**src/rtl/instr_stream_loader_pkg.sv**
```systemverilog
// instr_stream_loader_pkg: shared 3BC field widths, opcode map and loader state names.
package instr_stream_loader_pkg;

    localparam int kOpW      = 4;
    localparam int kOperandW = 5;

    localparam logic [kOpW-1:0] kLDR     = 4'h5;
    localparam logic [kOpW-1:0] kADDI    = 4'hC;
    localparam logic [kOpW-1:0] kBNZL    = 4'hE;
    localparam logic [kOpW-1:0] kILLEGAL = 4'b1111;

    typedef enum logic [1:0] {
        IDLE,
        LOAD,
        DONE,
        ERROR
    } loaderState_t;

endpackage

```
**src/rtl/instr_pack.sv**
```systemverilog
// instr_pack: packs an (opcode, operand) pair into a 3BC word and flags the unmapped opcode.
//   op      in  opcode
//   operand in  register/immediate field
//   word    out {op, operand}
//   illegal out high for the unmapped opcode
module instr_pack
    import instr_stream_loader_pkg::*;
(
    input  logic [kOpW-1:0]           op,
    input  logic [kOperandW-1:0]      operand,
    output logic [kOpW+kOperandW-1:0] word,
    output logic                      illegal
);

    assign word    = {op, operand};
    assign illegal = op == kILLEGAL;

endmodule

```
**src/rtl/instr_stream_loader.sv**
```systemverilog
// instr_stream_loader: streams (opcode, operand) beats into instruction memory from address 0.
//   Clk, Reset       clock, synchronous active-high reset
//   Start            begins a load at address 0 (ignored while loading)
//   Op, Operand      beat payload; Last marks the final beat
//   InValid/InReady  beat handshake, InReady decoded from state only
//   WrEn/WrAddr/WrData  registered memory write port, one cycle per accepted legal beat
//   Busy, Done, Error   status from state; Count = words written this load
//   Checksum         running XOR of written words, only with LOADER_CHECKSUM_EN
module instr_stream_loader
    import instr_stream_loader_pkg::*;
#(
    parameter int IW = 9,
    parameter int AW = 10
) (
    input  logic          Clk,
    input  logic          Reset,
    input  logic          Start,
    input  logic [3:0]    Op,
    input  logic [4:0]    Operand,
    input  logic          Last,
    input  logic          InValid,
    output logic          InReady,
    output logic          WrEn,
    output logic [AW-1:0] WrAddr,
    output logic [IW-1:0] WrData,
    output logic          Busy,
    output logic          Done,
    output logic          Error,
    output logic [AW:0]   Count
`ifdef LOADER_CHECKSUM_EN
    ,
    output logic [IW-1:0] Checksum
`endif
);

    loaderState_t state, nextState;
    logic [AW-1:0] addr;
    logic [kOpW+kOperandW-1:0] word;
    logic illegal, accept, write, atMax, restart;

    instr_pack uPack (
        .op      (Op),
        .operand (Operand),
        .word    (word),
        .illegal (illegal)
    );

    assign accept  = (state == LOAD) && InValid;
    assign write   = accept && !illegal;
    assign atMax   = &addr;
    assign restart = Start && (state != LOAD);

    // A legal non-final beat at the top address is still written, then the load aborts.
    always_comb begin
        nextState = state;
        InReady   = state == LOAD;
        Busy      = state == LOAD;
        Done      = state == DONE;
        Error     = state == ERROR;
        if (restart)
            nextState = LOAD;
        else if (accept)
            nextState = illegal ? ERROR : Last ? DONE : atMax ? ERROR : LOAD;
    end

    always_ff @(posedge Clk) begin
        if (Reset) begin
            state  <= IDLE;
            addr   <= '0;
            WrEn   <= 1'b0;
            WrAddr <= '0;
            WrData <= '0;
            Count  <= '0;
        end else begin
            state <= nextState;
            WrEn  <= write;
            if (restart) begin
                addr  <= '0;
                Count <= '0;
            end else if (write) begin
                WrAddr <= addr;
                WrData <= IW'(word);
                addr   <= atMax ? addr : addr + 1'b1;
                Count  <= Count + 1'b1;
            end
        end
    end

`ifdef LOADER_CHECKSUM_EN
    always_ff @(posedge Clk) begin
        if (Reset || restart)
            Checksum <= '0;
        else if (WrEn)
            Checksum <= Checksum ^ WrData;
    end
`endif

endmodule

```
**config.mk**
```make
export PLATFORM = sky130hd
export DESIGN_NAME = instr_stream_loader
export DESIGN_NICKNAME = d
export VERILOG_FILES = /design/src/rtl/instr_stream_loader_pkg.sv /design/src/rtl/instr_pack.sv /design/src/rtl/instr_stream_loader.sv
export SDC_FILE = /design/constraint.sdc
export NUM_CORES = 1
export LEC_CHECK = 0
export CORE_ASPECT_RATIO = 0.8
export CORE_MARGIN = 2
export CORE_UTILIZATION = 51
export DETAILED_ROUTE_END_ITERATION = 16
export GPL_TIMING_DRIVEN = 0
export PLACE_DENSITY = 0.84
export SYNTH_ARGS = -nofsm -noshare
export SYNTH_HDL_FRONTEND = slang
export SYNTH_SLANG_ARGS = --single-unit
```
**constraint.sdc**
```tcl
create_clock -name Clk -period 2.3 [get_ports Clk]
set_input_delay 0.46 -clock Clk [delete_from_list [all_inputs] [get_ports Clk]]
set_output_delay 0.46 -clock Clk [all_outputs]
set_load 0.02 [all_outputs]
```
## Word-level counts from Yosys, hierarchy flattened

Index checks and enable logic that the tools add are counted.

| storage, ports and cells | value |
|---|---|
| bits in registers | 43 |
| input bits | 14 |
| output and inout port bits | 35 |
| word-level logic and storage cells | 30 |

| cells by class | value |
|---|---|
| add/subtract/negate cells | 2 |
| equal/unequal tests | 5 |
| muxes and demuxes | 5 |
| bitwise operators | 2 |
| reductions and logical operators | 9 |

Operator list:

| kind | count |
|---|---|
| $add A11 B1 Y11 const B | 1 |
| $add A10 B1 Y10 const B | 1 |
| $reduce_and A10 Y1 | 1 |
| $mux W2 | 3 |
| $eq A2 B2 Y1 const B | 2 |
| $eq A4 B4 Y1 const B | 1 |
| $reduce_and A2 Y1 | 2 |
| $logic_and A1 B1 Y1 | 3 |
| $eq A2 B1 Y1 const B | 1 |
| $mux W1 | 2 |
| $ne A2 B1 Y1 const B | 1 |
| $not A1 Y1 | 2 |
| $reduce_bool A2 Y1 | 1 |
| $reduce_or A2 Y1 | 1 |
| $logic_not A1 Y1 | 1 |

## Longest topological paths before layout

Gate-level depths: netlist (run 1).

| depth | value |
|---|---|
| depth after elaboration | 6 |
| depth in mapped cells | 6 |
| depth with buffers taken out | 5 |

## Modules after synthesis

From an unflattened synthesis (run 1), not the netlist that was laid out.

| unflattened totals | value |
|---|---|
| cells, all modules | 225 |
| area, all modules | 1848.0 µm² |

By module, submodules not included:

| module | instances | cells an instance | area an instance (µm²) | sequential area each (µm²) |
|---|---|---|---|---|
| instr_stream_loader | 1 | 215 | 1771.7 | 860.8 |
| instr_pack | 1 | 10 | 76.3 | 0.0 |

## Worst setup path after synthesis (run 1)

No wires, ideal clock.

| path | value |
|---|---|
| path type | input -> register |
| from | input port Op[1] |
| to | register addr[6] |
| data arrival time | 1466 ps |
| required time | 2230 ps |
| setup slack | 764 ps |
| stages | 4 |
| path buffers | 0 |
| path through | nand4_1 nand3_4 or4_1 a21oi_1 |

| on the way | value |
|---|---|
| cells in the longest elaborated chain, start to end | 4 |

RTL lines:

| element | line | text |
|---|---|---|
| start: declaration | instr_stream_loader.sv:18 | `input logic [3:0] Op,` |
| $eq A4 B4 Y1 | instr_pack.sv:16 | `assign illegal = op == kILLEGAL;` |
| $logic_not A1 Y1 | instr_stream_loader.sv:49 | `assign write = accept && !illegal;` |
| $logic_and A1 B1 Y1 | instr_stream_loader.sv:49 |  |
| $reduce_and A2 Y1 (no source line) | - |  |
| end signal: assignment | instr_stream_loader.sv:83 | `addr <= atMax ? addr : addr + 1'b1;` |
| end: declaration | instr_stream_loader.sv:37 | `logic [AW-1:0] addr;` |

Every way passes these cells.
A chain may end at the register's enable or synchronous reset.

## Worst setup path in the final report (run 1)

| path | value |
|---|---|
| from | register state[0] |
| to | output port InReady |

| on the way | value |
|---|---|
| cells in the longest elaborated chain, start to end | 1 |

RTL lines:

| element | line | text |
|---|---|---|
| start: declaration | instr_stream_loader.sv:36 | `loaderState_t state, nextState;` |
| start signal: assignment | instr_stream_loader.sv:75 | `state <= nextState;` |
| $eq A2 B1 Y1 | instr_stream_loader.sv:56 | `InReady = state == LOAD;` |
| end: declaration | instr_stream_loader.sv:22 | `output logic InReady,` |

Every way passes these cells.

==> results.md, run 1 <==
* RR Startpoint: state[0]
* DIE HEIGHT at 57.2 um
* Crit share post-route at around 96%
* Crit Path Max Fanout at 6
* R2R depth at 5
* Ports at just under 50
* Leak Pwr at about 0.80 nW
* Net Count, Synth at 232
* Slew margin rel. at a little over three fifths
* Crit-path max cell delay at 580 ps
* Row Count at 19
* Critical path class: reg2out
* All-Layer GR Usage at about a fifth
* Async set-reset flop share out of synthesis at 0%
* Top FF cell, synth: dfxtp_1
* Chip width at between 70 and 80 um
* Final net count at roughly 290
* Worst skew pair latency at approximately 290 ps
* Status: completed
* Grt total ovfl at 0
* Syn Inst Count at 216
* Initial antenna violation count at 0
* Post-cts sizing count at 0
* Critical Path RT at around 1800 ps
* Cts bufs inserted at 5
* Most common cell in the netlist: dfxtp_1
* Largest net degree at the start of global routing at 13
* Placed cell areas at between 2000 and 2500 um^2
* CP Depth at 4
* Layout fillers at 282
* Worst-Margin Slew at 555 ps
* WL final at between 4 and 5 mm
* CTS tree: done
* Critical path endpoint: InReady
* Critical path launch point: state[0]
* Setup repair bufs after CTS at 0
* Total die area at about 4000 um^2
* Crit. End Element: primary output
* Final Hold Viols at 0
* Clock buffer depth at 2
* Number of global-route vias before repair at 1575
* Critical path, cell by cell: or2b_1, inv_1, buf_4, clkdlybuf4s50_1
* Pins Over Slew Limit at 0
* Final setup fails at 0
* Worst hold path class: reg2reg
* # clock sinks at 43
* Slowest cell on the critical path: clkdlybuf4s50_1
* FMAX at around 0.45 GHz
* Crit path buf inv count at 3
* Synth cell types at 34
* Final Instance Area at ~2400 um^2
* Setup slack, reg-to-reg at around 560 ps
* Post-route minimum period at 2210 ps
* #FFs+latches synth at 43
* First-pass GRT wire length at ~6.9 mm
* Post-DRT Antenna Nets at 0
* Vias per cell at 5.54
* Pre-antenna DRT Iters at 4
* DRT iter0 DRCs at 76
* Synth top area share at between 40% and 50%
* Arrival @ worst endpoint at between 1500 and 2000 ps
* Hold buffers post-CTS at 0
* Root Buffer Master: clkbuf_8
* Crit Reg-Reg Endpoint: WrData[7]
* Avg Cell Area, Syn at between 8 and 9 um^2
* Placer Congestion at ~0.9
* Sequential-to-total area share from yosys stat at a little under half
* Max Cap Viol at 0
* Number of flops mapped to enable cells by yosys at 0
* Hold_ws at 454 ps
* RSZ-0062 raised after global routing: no
* DP HPWL at a little under 3 mm
* Startpoint types: register
* Via count at 1733
* Largest delay share family, worst path: buffers and inverters
* # diodes at 0
* Initial core utilization at roughly 53%
* Synth Cell Area at approximately 1800 um^2
* Pwr dens at roughly 570 nW/um^2
* Port Buffers at 48
* Top post-synthesis cells by area: dfxtp_1, a21oi_1, nand2_1
* Synth-to-Final Area Change at 34.4%
* CTS clk-pin slew, worst paths at 80 ps
* Yosys top cell by area: dfxtp_1
* Wire per inst at 13.1 um
* Commonest cells in the synthesized netlist: dfxtp_1, nand2_1, a21oi_1
* Final core occ at 71.3%
* Power, Total at ~1.4 mW
* VDD IR max at around 0.5 mV
* Drt drc at 0
* Share of layout cells above drive strength 1 at under 10%
* Final clock skew at between 5 and 6 ps
* CTS H-tree lvls at 2
* Core area at 3400 um^2
* Yosys warns at 0
[per-layer routing]
| metal | track usage [%] | vias up | wire length, um |
|---|---|---|---|
| met5 | 0 | - | 0 |
| li1 | - | 878 | - |
| met2 | 35.3 | 46 | 1910 |
| met1 | 27.7 | 802 | 1900 |
| met4 | 7.14 | 0 | 68 |
| met3 | 4.95 | 7 | 211 |
[cells by family after synthesis]
logic type | after synthesis | share of synthesized area, %
xor+xnor | 3 | 1.46
flops | 43 | 47.8
simple gates | 99 | 28.6
buf+inv | 15 | 3.75
compound gates | 54 | 17.0
fa+ha+maj | 2 | 1.39
[where the power goes]
group	total (mW)	switching, mW	internal, mW
registers	0.766	0.00908	0.757
clock network	0.473	0.237	0.236
logic	0.138	0.0755	0.0629
total	1.38	0.322	1.06
[cells in the final DEF, fill, tap and decap left out, drive strengths merged]
master,instances
a211oi,4
a21o,1
a21oi,30
a31oi,2
a41oi,1
and2,3
and3,1
and3b,1
and4,3
buf,5
clkbuf,11
clkdlybuf4s50,48
clkinv,1
dfxtp,43
ha,2
inv,5
nand2,38
nand3,8
nand3b,1
nand4,6
nor2,17
nor3,7
nor4,1
o21ai,10
o311ai,1
o31ai,4
o41ai,1
or2b,1
or3,9
or4,3
xnor2,2
xor2,1
[how the worst min path moves through the flow]
stage	depth (start not counted)	slack [ps]	from	end
CTS	2	460	WrAddr[5]	WrAddr[5]
finish	2	450	WrAddr[5]	WrAddr[5]
global placement	2	440	WrAddr[7]	WrAddr[7]
global route	2	470	WrAddr[7]	WrAddr[7]
detailed placement	2	450	WrAddr[5]	WrAddr[5]
floorplan	2	450	addr[1]	WrAddr[1]
[state kept, by name, summed over array words and instances, names as in the netlist]
register,count
WrAddr,10
Count,11
WrEn,1
WrData,9
addr,10
state,2
[area by class of cell]
type	instances	area [um^2]	share of cell area, %
buffer	10	48.8	2.01
clock buffer	6	82.6	3.41
clock inverter	1	5.00	0.207
inverter	5	18.8	0.775
multi-input combinational	158	873	36.1
sequential	43	861	35.5
tap	42	52.6	2.17
timing repair buffer	48	480	19.8
[worst register-to-register path, cell delays in order, from the launching register on]
cell,delay [ps]
dfxtp_1,410
nand3b_1,200
nor2_1,480
buf_2,330
nor2_1,60
nor3_1,170
[stage by stage]
step | setup slack, ps | std cells | TNS [ps]
3_3_place_gp | 17.4 | 306 | 0
2_1_floorplan | 764 | 216 | 0
4_1_cts | 81.3 | 313 | 0
3_5_place_dp | -30.4 | 306 | -129
6_report | 94.9 | 313 | 0
5_1_grt | 27.2 | 313 | 0
No activity file was read; power rests on OpenSTA's default activity.
==> inputs of run 2 (changes only) <==
Settings changed: CELL_PAD_IN_SITES_DETAIL_PLACEMENT set to 1, CELL_PAD_IN_SITES_GLOBAL_PLACEMENT set to 1, CORE_UTILIZATION 51 to 37, PLACE_DENSITY 0.84 to unset, PLACE_DENSITY_LB_ADDON set to 0.1.
==> run 2 against run 1 <==
Wire length increased by 14%; critical path type unchanged; cell count rose by 5.4%; clock power is 6.3% lower.
==> results.md, run 2 (same netlist as run 1, synthesis figures left out) <==
* Status: completed (unchanged)
* Final clock skew at 5.16 ps (was 5.98 ps)
* First-pass GRT wire length at 8.02 mm (was 6.93 mm)
* Combinational share of power at 10.4% (was 10.0%)
* Critical Path RT at 1840 ps (about the same)
* Psw at 326 uW (was 322 uW)
* Post-cts sizing count at 0 (unchanged)
* Crit Path Max Fanout at 6 (unchanged)
* Grt total ovfl at 0 (unchanged)
* Wire per inst at 14.1 um (was 13.1 um)
* DRT iter0 DRCs at 74 (was 76)
* Initial core utilization at 39.0% (was 53.0%)
* Power, Total at 1.35 mW (was 1.38 mW)
* Cts bufs inserted at 5 (unchanged)
* Final net count at 287 (unchanged)
* Final WS setup at 106 ps (was 94.9 ps)
* Startpoint types: register (unchanged)
* Max Cap Viol at 0 (unchanged)
* Chip width at 82.0 um (was 70.5 um)
* Leak Pwr at 0.788 nW (was 0.797 nW)
* DP HPWL at 3.54 mm (was 2.95 mm)
* Final Instance Area at 2430 um^2 (was 2420 um^2)
* All-Layer GR Usage at 19.3% (was 21.3%)
* Most frequent cells in the layout: clkdlybuf4s50_1, dfxtp_1, nand2_1 (unchanged)
* Critical path class: reg2out (unchanged)
* CTS clk-pin slew, worst paths at 70 ps (was 80 ps)
* VDD IR max at 0.303 mV (was 0.506 mV)
* Clk network pwr share at 32.8% (was 34.3%)
* Placed cell areas at 2360 um^2 (was 2330 um^2)
* Slowest cell on the critical path: clkdlybuf4s50_1 (unchanged)
* Core area at 4620 um^2 (was 3400 um^2)
* Final Hold Viols at 0 (unchanged)
* Critical path, cell by cell: or2b_1, inv_1, buf_4, clkdlybuf4s50_1 (unchanged)
* Share of layout cells above drive strength 1 at 5.56% (was 6.27%)
* RR Startpoint: addr[0] (was state[0])
* Arrival @ worst endpoint at 1730 ps (was 1750 ps)
* Pwr dens at 555 nW/um^2 (was 568 nW/um^2)
* Final setup fails at 0 (unchanged)
* CTS H-tree lvls at 2 (unchanged)
* Reg with most FFs: Count (unchanged)
* Finished Layout Cells at 330 (was 313)
* Largest delay share family, worst path: buffers and inverters (unchanged)
* Largest register FFs at 11 (unchanged)
* Worst hold path class: reg2reg (unchanged)
* Pre-antenna DRT Iters at 4 (unchanged)
* Row Count at 22 (was 19)
* Post-DRT Antenna Nets at 0 (unchanged)
* Crit. End Element: primary output (unchanged)
* Crit-path max cell delay at 590 ps (was 580 ps)
* Biggest regs: Count x11, WrAddr x10, addr x10 (unchanged)
* # diodes at 0 (unchanged)
* Worst-Margin Slew at 605 ps (was 555 ps)
* Vias per cell at 5.31 (was 5.54)
* Slew margin rel. at 59.5% (was 62.8%)
* Commonest non-fill, non-tap cell in the layout: clkdlybuf4s50_1 (unchanged)
* DIE HEIGHT at 66.4 um (was 57.2 um)
* HP Start: WrAddr[4] (was WrAddr[5])
* Ports at 49 (unchanged)
* Switching Share at 24.2% (was 23.4%)
* Port Buffers at 48 (unchanged)
* Number of global-route vias before repair at 1735 (was 1575)
* Internal Power at 1.02 mW (was 1.06 mW)
* CTS tree: done (unchanged)
* Crit path buf inv count at 3 (unchanged)
* Hold buffers post-CTS at 0 (unchanged)
* Placer Congestion at 0.756 (was 0.899)
* RSZ-0062 raised after global routing: no (unchanged)
* WL final at 4.65 mm (was 4.09 mm)
* Placed cells at 324 (was 306)
* Worst skew pair latency at 290 ps (about the same)
* Setup repair bufs after CTS at 0 (unchanged)
* Crit share post-route at 95.4% (was 95.9%)
* Total die area at 5450 um^2 (was 4030 um^2)
* Pins Over Slew Limit at 0 (unchanged)
* Clock buffer depth at 2 (unchanged)
* # clock sinks at 43 (unchanged)
* Final core occ at 52.5% (was 71.3%)
* Largest net degree at the start of global routing at 12 (was 13)
* Post-route minimum period at 2190 ps (was 2210 ps)
* Drt drc at 0 (unchanged)
* Pre-CTS WS at -101 ps (was -30.4 ps)
* Initial antenna violation count at 0 (unchanged)
* Synth-to-Final Area Change at 34.9% (was 34.4%)
* FMAX at 0.456 GHz (was 0.454 GHz)
* Via count at 1751 (was 1733)
* Root Buffer Master: clkbuf_8 (unchanged)
* Critical path launch point: state[0] (unchanged)
* Reg power frac at 56.8% (was 55.6%)
-- run 2: final timing paths --
path	slack, ps	to	cells past startpoint
hold / removal	460	WrAddr[4]	2
hold reg to reg	460	WrAddr[4]	2
setup / recovery	110	InReady	4
setup reg to reg	490	addr[2]	5
-- run 2: per-layer routing --
metal	vias up	global-route usage (%)	share of wire (%)
met5	-	0	0
met4	0	5.63	1.3
met3	7	4.78	5.8
met2	43	30.7	46
met1	830	25.7	47
li1	871	-	-
-- run 2: worst register-to-register path, stage by stage (launching register included) --
cell and delay, ps:
dfxtp_1 400, ha_1 340, nand3_1 170, nor3_2 490, nor3_1 90, a211oi_1 240
-- run 2: power by group through the flow --
stage	Combinational [mW]	Sequential, mW	Clock, mW
after floorplan	0.0587	0.794	0
after global placement	0.141	0.782	0
after detailed placement	0.143	0.783	0
after CTS	0.143	0.766	0.456
after global routing	0.155	0.767	0.491
final	0.140	0.766	0.443
-- run 2: area by class of cell --
type / instances / area (um^2)
buffer: 10 / 48.8
multi-input combinational: 158 / 873
tap: 60 / 75.1
clock buffer: 6 / 72.6
timing repair buffer: 48 / 480
fill: 575 / 2190
sequential: 43 / 861
inverter: 5 / 18.8
-- run 2: metrics by stage --
stage	hold slack, ps	setup TNS (ps)
floorplan	454	0
global placement	442	-342
detailed placement	449	-562
CTS	460	0
global route	483	0
finish	457	0
